$ cat src/rtl/opb_register_simulink2ppc.sv
`default_nettype none
//------------------------------------------------------------------------------
// Module  : opb_register_simulink2ppc
// Purpose : OPB slave that publishes a fabric-generated 32-bit word to the
//           processor. Two words are visible in the slave window:
//             offset 0x00 DATA   (RO) last captured user_data_in
//             offset 0x04 STATUS      bit 0 NEW, bits 15:8 OVF (saturating)
//           Reading DATA clears NEW. Writing STATUS with any byte enable set
//           clears NEW and OVF.
// Ports   : OPB_Clk, OPB_Rst        clock / async active-high reset
//           OPB_ABus, OPB_BE,
//           OPB_DBus, OPB_RNW,
//           OPB_select, OPB_seqAddr OPB master request (big-endian numbering)
//           Sl_DBus, Sl_xferAck,
//           Sl_errAck, Sl_retry,
//           Sl_toutSup              OPB slave response
//           user_data_in,
//           user_data_valid         fabric word and its capture strobe
// Revision: 1.0  initial release
//------------------------------------------------------------------------------
module opb_register_simulink2ppc #(
  parameter logic [31:0] C_BASEADDR   = 32'h01003600,
  parameter logic [31:0] C_HIGHADDR   = 32'h010036FF,
  parameter int          C_OPB_AWIDTH = 32,
  parameter int          C_OPB_DWIDTH = 32,
  parameter              C_FAMILY     = "virtex5"
) (
  input  logic        OPB_Clk,
  input  logic        OPB_Rst,
  input  logic [0:31] OPB_ABus,
  input  logic [0:3]  OPB_BE,
  input  logic [0:31] OPB_DBus,
  input  logic        OPB_RNW,
  input  logic        OPB_select,
  input  logic        OPB_seqAddr,
  output logic [0:31] Sl_DBus,
  output logic        Sl_xferAck,
  output logic        Sl_errAck,
  output logic        Sl_retry,
  output logic        Sl_toutSup,
  input  logic [31:0] user_data_in,
  input  logic        user_data_valid
);

  typedef enum logic [1:0] {
    ST_IDLE = 2'd0,
    ST_ACK  = 2'd1,
    ST_WAIT = 2'd2
  } state_t;

  state_t      state;
  state_t      state_next;

  logic [31:0] data_reg;
  logic        new_flag;
  logic [7:0]  ovf_count;
  logic        ack_reg;
  logic [31:0] rdata_reg;

  logic        hit;
  logic        word_sel;
  logic        start;
  logic [31:0] status_word;
  logic [31:0] sel_word;
  logic        rd_data_clr;
  logic        wr_status_clr;

  // Write data, sequential-address hint and the informational parameters
  // carry no function in this slave.
  logic unused_ok;
  assign unused_ok = ^{OPB_DBus, OPB_seqAddr, (C_OPB_AWIDTH == 32),
                       (C_OPB_DWIDTH == 32), ^C_FAMILY};

  // OPB_ABus bit 0 is the MSB, so the vector's numeric value is the address.
  assign hit      = OPB_select && (OPB_ABus >= C_BASEADDR) && (OPB_ABus <= C_HIGHADDR);
  assign word_sel = OPB_ABus[29];

  // A transfer starts only from IDLE; a select held through ACK/WAIT is
  // the same transfer and must not re-trigger side effects.
  assign start = (state == ST_IDLE) && hit;

  assign status_word = {16'h0000, ovf_count, 7'b0000000, new_flag};
  assign sel_word    = word_sel ? status_word : data_reg;

  assign rd_data_clr   = start && OPB_RNW && !word_sel;
  assign wr_status_clr = start && !OPB_RNW && word_sel && (|OPB_BE);

  always_ff @(posedge OPB_Clk or posedge OPB_Rst) begin
    if (OPB_Rst) begin
      state <= ST_IDLE;
    end else begin
      state <= state_next;
    end
  end

  always_comb begin
    state_next = state;
    case (state)
      ST_IDLE: if (hit) state_next = ST_ACK;
      ST_ACK:  state_next = ST_WAIT;
      ST_WAIT: if (!OPB_select) state_next = ST_IDLE;
      default: state_next = ST_IDLE;
    endcase
  end

  // Ack and read data are registered at the hit edge, so both are valid for
  // exactly the ACK cycle and zero otherwise (wired-OR friendly).
  always_ff @(posedge OPB_Clk or posedge OPB_Rst) begin
    if (OPB_Rst) begin
      ack_reg   <= 1'b0;
      rdata_reg <= 32'h0;
    end else begin
      ack_reg   <= start;
      rdata_reg <= (start && OPB_RNW) ? sel_word : 32'h0;
    end
  end

  // A fresh strobe always wins over a clear of NEW; a STATUS write clear
  // always wins over an OVF increment.
  always_ff @(posedge OPB_Clk or posedge OPB_Rst) begin
    if (OPB_Rst) begin
      data_reg  <= 32'h0;
      new_flag  <= 1'b0;
      ovf_count <= 8'h00;
    end else begin
      if (user_data_valid) begin
        data_reg <= user_data_in;
      end

      if (user_data_valid) begin
        new_flag <= 1'b1;
      end else if (rd_data_clr || wr_status_clr) begin
        new_flag <= 1'b0;
      end

      if (wr_status_clr) begin
        ovf_count <= 8'h00;
      end else if (user_data_valid && new_flag && (ovf_count != 8'hFF)) begin
        ovf_count <= ovf_count + 8'h01;
      end
    end
  end

  assign Sl_DBus    = rdata_reg;
  assign Sl_xferAck = ack_reg;
  assign Sl_errAck  = 1'b0;
  assign Sl_retry   = 1'b0;
  assign Sl_toutSup = 1'b0;

endmodule
`default_nettype wire

$ cat config.mk
export PLATFORM = sky130hd
export DESIGN_NAME = opb_register_simulink2ppc
export DESIGN_NICKNAME = d
export VERILOG_FILES = /design/src/rtl/opb_register_simulink2ppc.sv
export SDC_FILE = /design/constraint.sdc
export NUM_CORES = 1
export LEC_CHECK = 0
export ABC_AREA = 1
export CAP_MARGIN = 15
export CORE_MARGIN = 2
export CORE_UTILIZATION = 45
export CTS_CLUSTER_SIZE = 25
export DETAILED_ROUTE_END_ITERATION = 8
export GPL_ROUTABILITY_DRIVEN = 1
export MAX_ROUTING_LAYER = met4
export PLACE_DENSITY = 0.84
export SLEW_MARGIN = 5
export SYNTH_ARGS = -nofsm -noshare
export SYNTH_HDL_FRONTEND = slang
export SYNTH_SLANG_ARGS = --single-unit
$ cat constraint.sdc
create_clock -name OPB_Clk -period 5.47 [get_ports OPB_Clk]
set_input_delay 1.3675 -clock OPB_Clk [delete_from_list [all_inputs] [get_ports OPB_Clk]]
set_output_delay 1.3675 -clock OPB_Clk [all_outputs]
set_load 0.01 [all_outputs]
==> results.json <==
{
  "outcome": "complete, no violations",
  "drive_gt1_share_pct": 10.6,
  "place_area_um2": 4120,
  "worst_pin_slew_ns": 0.926,
  "rsz0062_at_grt": "false",
  "ant_nets": 0,
  "grt_pass1_wl_um": 10800,
  "gp_congestion": 0.852,
  "cts_resized": 0,
  "worst-endpoint-required_ns": 5.69,
  "ys_seq_area_share_pct": 61.0,
  "synth_top_cell_by_area": "dfrtp_1",
  "antenna_found_initial": 0,
  "internal_power_mw": 1.02,
  "worstHoldPathType": "reg2reg",
  "max_slew_margin_pct": 38.3,
  "synth_area_um2": 3120,
  "fin_crit_ns": 2.98,
  "syn_avg_cell_area_um2": 9.14,
  "syn_inst": 341,
  "combPwrFrac_pct": 14.7,
  "dieArea_um2": 7600,
  "drc": 0,
  "io_pins": 142,
  "vias": 2469,
  "global_route.overflow_total": 0,
  "place_hpwl_um": 4870,
  "cts_max_path_buffers": 2,
  "period_share_pct": 54.5,
  "peakVddDrop_uv": 141,
  "cts_buffers": 9,
  "start_util_pct": 46.1,
  "fill_cells": 562,
  "synthTopCellsByArea": "dfrtp_1 (61%), nand2_1 (7.6%), inv_1 (6.3%)",
  "power_density_nw_per_um2": 315,
  "clock_latency_ns": 0.34,
  "endpoint_kind": "flop",
  "netlist.area_leader.share_pct": 61.0,
  "setup_viol": 0,
  "seqPwrFrac_pct": 47.7,
  "cp_max_fo": 18,
  "routed_wl_um": 6690,
  "avgViaCountPerCell": 4.71,
  "drt_first_pass_iters": 4,
  "finalClockSkew_ns": 0.00803,
  "hold_viol": 0,
  "core_um2": 6760,
  "whs_ns": 0.482,
  "yosys.cell_types.count": 24,
  "fin_tns_setup_ns": 0,
  "p_switching_mw": 0.353,
  "cts_max_level": 3,
  "cts_root_buf": "clkbuf_8",
  "yosys_warnings": 0,
  "grt_usage_pct": 19.0,
  "slew_viol_final": 0,
  "drv_cap": 0,
  "swShare_pct": 25.6,
  "crit_type": "in2reg",
  "path_clk_slew_ns": 0.08,
  "worstPathArrival_ns": 3.21,
  "postCtsSetupRepairBufs": 0,
  "num_antenna_cells": 0,
  "drtIter0Drc": 156,
  "rows": 30,
  "fmax_mhz": 335,
  "cts.sinks": 76,
  "wl_per_cell_um": 12.8,
  "p_clk_share_pct": 37.6,
  "p_leak_nw": 2.12,
  "design_area_um2": 4370,
  "grt_max_degree": 66,
  "ctsHoldBuffers": 0,
  "die_h_um": 87.2,
  "start_kind": "input pin",
  "nets": 546,
  "syn_to_final_growth_pct": 40.4,
  "synth_seq_cells": 76,
  "first_global_vias": 2475,
  "die_w_um": 87.2,
  "numPortBuffers": 98,
  "cts_tree": "done"
}
synth_stat cells:
cell type / count
nand3_2: 1
nand2_1: 63
o21bai_1: 2
conb_1: 1
buf_2: 1
dfrtp_1: 76
xor2_1: 1
ha_1: 1
buf_6: 2
nor2_1: 47
nand2_2: 2
o21a_1: 1
nand3_1: 7
nor2_4: 1
o21ai_0: 32
a21oi_1: 11
buf_4: 4
nand4_1: 5
inv_1: 52
nand3_4: 1
inv_2: 1
or2_2: 1
clkbuf_1: 7
nor2_2: 21
worst max-delay path, cell delays in order:
cell and delay [ns]:
clkdlybuf4s50_1 0.88, inv_2 0.13, or2_2 0.30, a21oi_1 0.12, nand2_1 0.19, inv_1 0.15
nor2_1 0.06
metrics by stage:
step / std cells / power [mW] / utilization [%] / setup WS, ns
finish: 524 / 1.38 / 64.7 / 2.49
global route: 524 / 1.46 / 64.7 / 2.35
CTS: 524 / 1.39 / 64.7 / 2.50
detailed placement: 508 / 0.873 / 61.0 / 2.14
global placement: 508 / 0.861 / 61.0 / 2.16
floorplan: 343 / 0.789 / - / 2.16
layout make-up:
type | count | area [µm²] | area share [%]
repair buffers | 99 | 983 | 22.5
well taps | 80 | 100 | 2.29
clock inverters | 6 | 111 | 2.55
inverters | 53 | 200 | 4.58
flip-flops and latches | 76 | 1900 | 43.5
clock buffers | 10 | 138 | 3.15
multi-input cells | 200 | 938 | 21.5
layer usage:
layer / track usage [%] / routed length [µm] / up-vias
met2: 33.3 / 3370 / 78
met3: 5.78 / 438 / 6
li1: - / - / 1223
met5: - / 0 / -
met4: 5.03 / 48 / 0
met1: 21.1 / 2830 / 1162
kinds of logic (layout without fill, tap and decap cells):
kind of cell,Yosys count,after routing,share of synthesized area [%]
other cells,1,3,0.120
buf+inv,67,168,9.08
compound gates,46,46,7.63
flops,76,76,61.0
simple gates,149,149,21.4
fa+ha+maj,1,1,0.402
xor+xnor,1,1,0.281
cells in the final DEF (no fill, tap or decap):
| cell | instances |
|---|---|
| conb_1 | 3 |
| nand2_2 | 2 |
| nand4_1 | 5 |
| clkinvlp_4 | 1 |
| ha_1 | 1 |
| nor2_2 | 21 |
| nor2_1 | 47 |
| nor2_4 | 1 |
| inv_2 | 1 |
| buf_4 | 1 |
| nand3_4 | 1 |
| nand3_2 | 1 |
| clkinv_4 | 1 |
| dfrtp_1 | 76 |
| nand3_1 | 7 |
| clkdlybuf4s50_1 | 97 |
| o21ai_0 | 32 |
| or2_2 | 1 |
| buf_2 | 1 |
| a21oi_1 | 11 |
| nand2_1 | 63 |
| clkbuf_8 | 10 |
| inv_1 | 51 |
| o21a_1 | 1 |
| clkinv_2 | 2 |
| o21bai_1 | 2 |
| bufinv_16 | 3 |
| xor2_1 | 1 |
final timing paths:
check | cells past startpoint | slack, ns | endpoint | startpoint
max | 7 | 2.49 | ovf_count[0] | OPB_ABus[29]
min | 2 | 0.48 | data_reg[0] | data_reg[0]
max reg2reg | 8 | 3.79 | new_flag | state[1]
min reg2reg | 2 | 0.48 | data_reg[0] | data_reg[0]
max in group asynchronous | 3 | 3.15 | Sl_DBus[20] | OPB_Rst
min in group asynchronous | 2 | 1.37 | data_reg[25] | OPB_Rst
power groups by stage:
stage                     clock network [mW]  registers, mW  logic (mW)
after global routing                   0.559          0.664       0.237
after CTS                              0.531          0.657       0.205
after floorplan                            0          0.655       0.134
final                                  0.518          0.657       0.202
after global placement                     0          0.665       0.196
after detailed placement                   0          0.668       0.205
No activity file was read; power rests on OpenSTA's default activity.
